==> src/rtl/imm_encode.sv <==
// Inverse immediate extender: encodes a 32-bit value into the 24-bit Instr immediate field.
// Optional build macro FLOAT_IMM_EN adds a float input that limits rotated encodes to r=0.
module imm_encode #(
  parameter int ROT_STEPS = 16
) (
  input  logic        clk,
  input  logic        reset,
  input  logic        start,
  input  logic [1:0]  ImmSrc,
`ifdef FLOAT_IMM_EN
  input  logic        float,
`endif
  input  logic [31:0] Value,
  output logic        busy,
  output logic        done,
  output logic        ok,
  output logic [23:0] Instr
);

  typedef enum logic {IDLE, SEARCH} state_t;

  localparam logic [1:0] SRC_ROT   = 2'b00;
  localparam logic [1:0] SRC_IMM12 = 2'b01;
  localparam logic [1:0] SRC_BR    = 2'b10;
  localparam logic [3:0] LAST_ROT  = 4'(ROT_STEPS - 1);

  state_t      state_q, state_d;
  logic [3:0]  rot_q, rot_d;
  logic [31:0] value_q, value_d;
  logic [1:0]  src_q, src_d;
  logic        float_q, float_d;
  logic        pend_q, pend_d;
  logic        busy_q, busy_d;
  logic        done_q, done_d;
  logic        ok_q, ok_d;
  logic [23:0] instr_q, instr_d;

  logic        float_in;
  logic [63:0] rot_dbl;
  logic [31:0] rot_t;
  logic        res_ok;
  logic [23:0] res_instr;

`ifdef FLOAT_IMM_EN
  assign float_in = float;
`else
  assign float_in = 1'b0;
`endif

  // Upper half of the doubled word shifted left is a rotate-left by 2r.
  assign rot_dbl = {value_q, value_q} << {rot_q, 1'b0};
  assign rot_t   = rot_dbl[63:32];

  // Single-cycle encodes (imm12, branch, reserved, float imm8) resolve from the latched operands.
  always_comb begin
    res_ok    = 1'b0;
    res_instr = '0;
    case (src_q)
      SRC_ROT: begin
        res_ok    = float_q && (value_q[31:8] == '0);
        res_instr = res_ok ? {16'b0, value_q[7:0]} : '0;
      end
      SRC_IMM12: begin
        res_ok    = (value_q[31:12] == '0);
        res_instr = res_ok ? {12'b0, value_q[11:0]} : '0;
      end
      SRC_BR: begin
        res_ok    = (value_q[1:0] == 2'b00) && (value_q[31:25] == {7{value_q[25]}});
        res_instr = res_ok ? value_q[25:2] : '0;
      end
      default: begin
        res_ok    = 1'b0;
        res_instr = '0;
      end
    endcase
  end

  // NOTE: every *_d gets a default first so no path through this block infers a latch.
  always_comb begin
    state_d = state_q;
    rot_d   = rot_q;
    value_d = value_q;
    src_d   = src_q;
    float_d = float_q;
    pend_d  = pend_q;
    busy_d  = busy_q;
    done_d  = 1'b0;
    ok_d    = ok_q;
    instr_d = instr_q;

    unique case (state_q)
      IDLE: begin
        if (pend_q) begin
          pend_d  = 1'b0;
          busy_d  = 1'b0;
          done_d  = 1'b1;
          ok_d    = res_ok;
          instr_d = res_instr;
        end else if (start) begin
          value_d = Value;
          src_d   = ImmSrc;
          float_d = float_in;
          ok_d    = 1'b0;
          instr_d = '0;
          rot_d   = '0;
          busy_d  = 1'b1;
          if (ImmSrc == SRC_ROT && !float_in) state_d = SEARCH;
          else                                pend_d  = 1'b1;
        end
      end
      SEARCH: begin
        if (rot_t[31:8] == '0) begin
          state_d = IDLE;
          busy_d  = 1'b0;
          done_d  = 1'b1;
          ok_d    = 1'b1;
          instr_d = {12'b0, rot_q, rot_t[7:0]};
        end else if (rot_q == LAST_ROT) begin
          state_d = IDLE;
          busy_d  = 1'b0;
          done_d  = 1'b1;
          ok_d    = 1'b0;
          instr_d = '0;
        end else begin
          rot_d = rot_q + 4'd1;
        end
      end
      default: state_d = IDLE;
    endcase
  end

  // NOTE: sequential state uses non-blocking assignments so every flop samples pre-edge values.
  always_ff @(posedge clk) begin
    if (reset) begin
      state_q <= IDLE;
      rot_q   <= '0;
      value_q <= '0;
      src_q   <= '0;
      float_q <= 1'b0;
      pend_q  <= 1'b0;
      busy_q  <= 1'b0;
      done_q  <= 1'b0;
      ok_q    <= 1'b0;
      instr_q <= '0;
    end else begin
      state_q <= state_d;
      rot_q   <= rot_d;
      value_q <= value_d;
      src_q   <= src_d;
      float_q <= float_d;
      pend_q  <= pend_d;
      busy_q  <= busy_d;
      done_q  <= done_d;
      ok_q    <= ok_d;
      instr_q <= instr_d;
    end
  end

  assign busy  = busy_q;
  assign done  = done_q;
  assign ok    = ok_q;
  assign Instr = instr_q;

endmodule

==> config.mk <==
export PLATFORM = sky130hd
export DESIGN_NAME = imm_encode
export DESIGN_NICKNAME = d
export VERILOG_FILES = /design/src/rtl/imm_encode.sv
export SDC_FILE = /design/constraint.sdc
export NUM_CORES = 1
export LEC_CHECK = 0
export BUFFER_PORTS_ARGS = -buffer_cell sky130_fd_sc_hd__buf_4
export CAP_MARGIN = 20
export CORE_MARGIN = 2
export CORE_UTILIZATION = 30
export CTS_BUF_LIST = sky130_fd_sc_hd__clkbuf_4
export DETAILED_ROUTE_END_ITERATION = 7
export SYNTH_ARGS = -nofsm -noshare
export SYNTH_HDL_FRONTEND = slang
export SYNTH_SLANG_ARGS = --single-unit
==> constraint.sdc <==
create_clock -name clk -period 3.26 [get_ports clk]
set_input_delay 0.489 -clock clk [delete_from_list [all_inputs] [get_ports clk]]
set_output_delay 0.489 -clock clk [all_outputs]
set_load 0.02 [all_outputs]
# Word level (Yosys, flattened, before mapping)
# Cells that the tools add are included.
[op_classes]
reduce_logical = 8
addsub = 1
bitwise_logic = 2
n_mux = 36
n_shift = 1
eq_ne = 10
[ops]
columns = ["op", "count"]
rows = [
  ["$mux W24", 5],
  ["$pmux W24 S2", 2],
  ["$shl A64 B5 Y64", 1],
  ["$logic_not A24 Y1", 1],
  ["$logic_not A20 Y1", 1],
  ["$mux W1", 18],
  ["$mux W4", 4],
  ["$mux W12", 1],
  ["$pmux W1 S2", 5],
  ["$ne A2 B2 Y1 const B", 4],
  ["$pmux W4 S2", 1],
  ["$eq A6 B6 Y1", 1],
  ["$add A4 B1 Y4 const B", 1],
  ["$eq A4 B4 Y1 const B", 1],
  ["$logic_not A2 Y1", 2],
  ["$reduce_and A4 Y1", 1],
  ["$ne A3 B1 Y1 const B", 1],
  ["$ne A3 B3 Y1 const B", 1],
  ["$reduce_and A3 Y1", 1],
  ["$eq A2 B1 Y1 const B", 1],
  ["$eq A2 B2 Y1 const B", 1],
  ["$not A1 Y1", 2],
  ["$reduce_and A2 Y1", 1],
  ["$logic_and A1 B1 Y1", 1],
]
[totals]
wordCells = 67
ff_bits = 67

# Logic depth before layout (Yosys ltp)
[logic_depth]
depth_word = 6
mapped_depth = 13

# Worst setup path after synthesis
# No wires, ideal clock.
[synth_timing]
path_type = "register -> register"
startpoint = "reg rot_q[1]"
endpoint = "reg instr_q[19] (netlist: Instr[19])"
t_required_ns = 3.143
path_stages_with_launch = 12
setup_ns = 0.117
path_buffers = 3
slack_ns = 0.111
synth_period_minus_slack_ns = 3.149
arrival_time_ns = 3.032
cell_sequence = "dfxtp_1 > buf_2 > buf_1 > mux4_2 > or2_2 > a2111o_1 > a221o_1 > a32oi_4 > a21oi_2 > o21a_4 > buf_6 > a22o_1"
[synth_via]
elab_chain_cells = 4
elab_cells_between_ends = 7
[synth_rtl]
columns = ["item", "line_no", "source"]
rows = [
  ["from (decl)", "28", "logic [3:0] rot_q, rot_d;"],
  ["from (signal assigned)", "147", "rot_q <= rot_d;"],
  ["$shl A64 B5 Y64", "51", "assign rot_dbl = {value_q, value_q} << {rot_q, 1'b0};"],
  ["$logic_not A24 Y1", "112", "if (rot_t[31:8] == '0) begin"],
  ["$ne A3 B1 Y1 (no source line) / $mux W24 (equally long branches)", "n/a", ""],
  ["$reduce_and A2 Y1 (no source line) / $pmux W24 S2 (equally long branches)", "n/a", ""],
  ["to (signal assigned)", "155", "instr_q <= instr_d;"],
  ["to (decl)", "36", "logic [23:0] instr_q, instr_d;"],
]
# Parallel ways exist; a longest one is shown, timed or not.
# A chain may end at the register's enable or synchronous reset.

# Worst setup path after layout
[layout_timing]
startpoint = "reg rot_q[0]"
endpoint = "reg instr_q[11] (netlist: Instr[11])"
# Same word-level chain as after synthesis.

==> summary.txt <==
CP cell instances = buf_12 > mux4_2 > or3_1 > a2111o_1 > a221o_1 > a32oi_4 > a21oi_2 > o21a_4 > a22o_1
most frequent cells in the layout = 111 x buf_4, 91 x nand2_1, 66 x dfxtp_1
Syn Area/Cell = 8.96 um2
final hold vios = 0
number of synthesized register bits = 67
crit-path max FO = 24
synth unique cells = 50
routability cong. = 1.00
Skew-Pair Late Insertion Delay = 0.47 ns
clock-pin slew on the worst setup and hold paths = 0.13 ns
area of the multi-input gates = 2670 um2
WHS = 0.247 ns
clock skew = 0.0210 ns
Pwr Total = 1.85 mW
internal reg-to-reg setup slack = 0.08 ns
Synth Net Count = 512
Congestion Overflow GR = 0
CTS H-tree lvls = 3
num ports = 64
Layout fillers = 1403
top cell family by delay on the critical path = compound AO/OA/AOI/OAI gates
CTS sink count = 67
WP data required = 3.62 ns
CP arrival = 3.54 ns
hold path depth = 3
ys async rst share = 0
vias in the first global route = 3855
Worst-Margin Slew = 0.576 ns
Util after Layout = 0.386
prevailing post-synth register cell = dfxtp_1
cell count after synthesis = 472
Max Freq = 314 MHz
initial core utilization = 0.306
Syn-to-layout area delta = 26.1%
crit path kind = reg2reg
Syn. warnings = 0
IO buf count = 63
critical path's slowest cell = mux4_2
Reg2Reg Depth = 9
crit start category = flip-flop
RSZ-0062 raised after global routing = false
Global Route Usage Sum = 0.198
Die W = 123 um
wire per inst = 19.1 um
CP max stage delay = 0.52 ns
clk buf depth = 2
Post-Syn Area = 4230 um2
Site Rows = 43
first-pass GRT wire length = 22300 um
post-route ant nets = 0
CTS tree = yes
nets@finish = 599
share of cells above drive strength 1 = 0.323
dpl hpwl = 10700 um
vias per cell = 5.57
Crit. End Element = flip-flop
status = finished, final reports clean
initial drt markers = 406
power per cell area = 347 nW/um2
Final Max Tran Viols = 0
Die ar. = 15100 um2
routed vias = 4150
Root Buffer Master = clkbuf_4
Hold Path Class = in2reg
Peak VDD IR = 0.266 mV
residual DRC count = 0
# setup viols final = 0
setup TNS = 0 ns
Tmin final = 3.18 ns
critical path depth = 9
Final Cell Area = 5330 um2
Placement Cell Area = 5130 um2
initial antenna violation count = 0
FF+latch area = 1350 um2
P_leak = 2.07 nW
Max Cap Viol = 0
Num CTS Buffers = 9
Tcrit/Tclk final = 0.976
final wirelength = 14200 um
CP Buf/Inv Count = 1
Post-synth EDFFs = 0
largest net degree at the start of global routing = 47
Die Y = 123 um
DR pass1 iterations = 5
worst relative slew slack = 0.616
post-synthesis sequential area ratio = 0.317
hold_buf cts = 0
Core Region = 13800 um2
most common cell after layout, fill and taps aside = buf_4
==> logic make-up (layout without fill, tap and decap cells) <==
group,Yosys count,after routing,synth area share
muxes,58,58,0.241
adders and majority gates,3,3,0.00888
other,0,1,0
xor gates and xnor gates,1,1,0.00207
AOI/OAI and AO/OA,127,127,0.205
buffers and inverters,49,141,0.0544
DFF,67,67,0.317
and+or+nand+nor,167,167,0.172
==> per-layer routing <==
metal | share of wire | routed length (um) | track usage
met1 | 0.46 | 6480 | 0.283
met2 | 0.44 | 6280 | 0.285
met3 | 0.082 | 1170 | 0.0474
met4 | 0.021 | 301 | 0.0812
met5 | 0 | 0 | 0
==> timing repair <==
| action | CTS | global route |
|---|---|---|
| gates resized for setup | 1 | 7 |
| setup buffers | 0 | 4 |
| setup endpoints to repair | 19 | 22 |
==> path summary, 6_finish.rpt <==
path,start,endpoint
worst max-delay path,rot_q[0],Instr[11]
worst min-delay path,Value[0],value_q[0]
worst max register to register,rot_q[0],Instr[11]
worst min register to register,ok,ok
==> state kept, by name, summed over array words and instances (netlist names) <==
register	flops
Instr	24
busy	1
done	1
ok	1
pend_q	1
rot_q	4
src_q	2
state_q	1
value_q	32
==> cell type report <==
class | instances | share of cell area
inverters | 10 | 0.00704
diodes | 1 | 0.000469
flip-flops and latches | 67 | 0.252
clock buffers | 10 | 0.0141
well taps | 180 | 0.0422
repair buffers | 115 | 0.171
clock inverters | 6 | 0.0122
multi-input cells | 356 | 0.500
==> where the power goes <==
part	internal [mW]	leakage (nW)	switching, mW
clock	0.243	0.0768	0.324
sequential	0.849	0.547	0.0643
combinational	0.180	1.45	0.192
total	1.27	2.07	0.581
==> per-stage QoR <==
| step | cells | setup WS (ns) |
|---|---|---|
| 2_1_floorplan | 472 | 0.111 |
| 3_3_place_gp | 724 | 0.0199 |
| 3_5_place_dp | 724 | 0.000708 |
| 4_1_cts | 740 | 0.0652 |
| 5_1_grt | 744 | 0.00510 |
| 6_report | 745 | 0.0779 |
==> worst register-to-register path, delay by kind of cell (launching register included) <==
kind | cells | cell delay [ns]
AO/OA/AOI/OAI | 6 | 1.63
buffers and inverters | 1 | 0.12
flip-flops | 1 | 0.42
multiplexers | 1 | 0.52
AND/OR/NAND/NOR | 1 | 0.37
==> cell usage after synthesis, types with 5 or more instances <==
cell type / instances / share of area
nand4_1: 5 / 0.0074
dfxtp_1: 67 / 0.32
a22o_1: 23 / 0.048
o21ai_0: 18 / 0.021
nor3_1: 13 / 0.015
inv_1: 8 / 0.0071
and3_1: 5 / 0.0074
mux4_2: 34 / 0.18
a22oi_1: 10 / 0.018
a21oi_1: 47 / 0.056
mux2_2: 9 / 0.024
mux2i_1: 15 / 0.036
buf_6: 5 / 0.013
nand2_1: 91 / 0.081
nor2_1: 28 / 0.025
nand3_1: 8 / 0.0095
clkbuf_1: 26 / 0.023
Note: power is estimated with default switching activity, not from simulation.
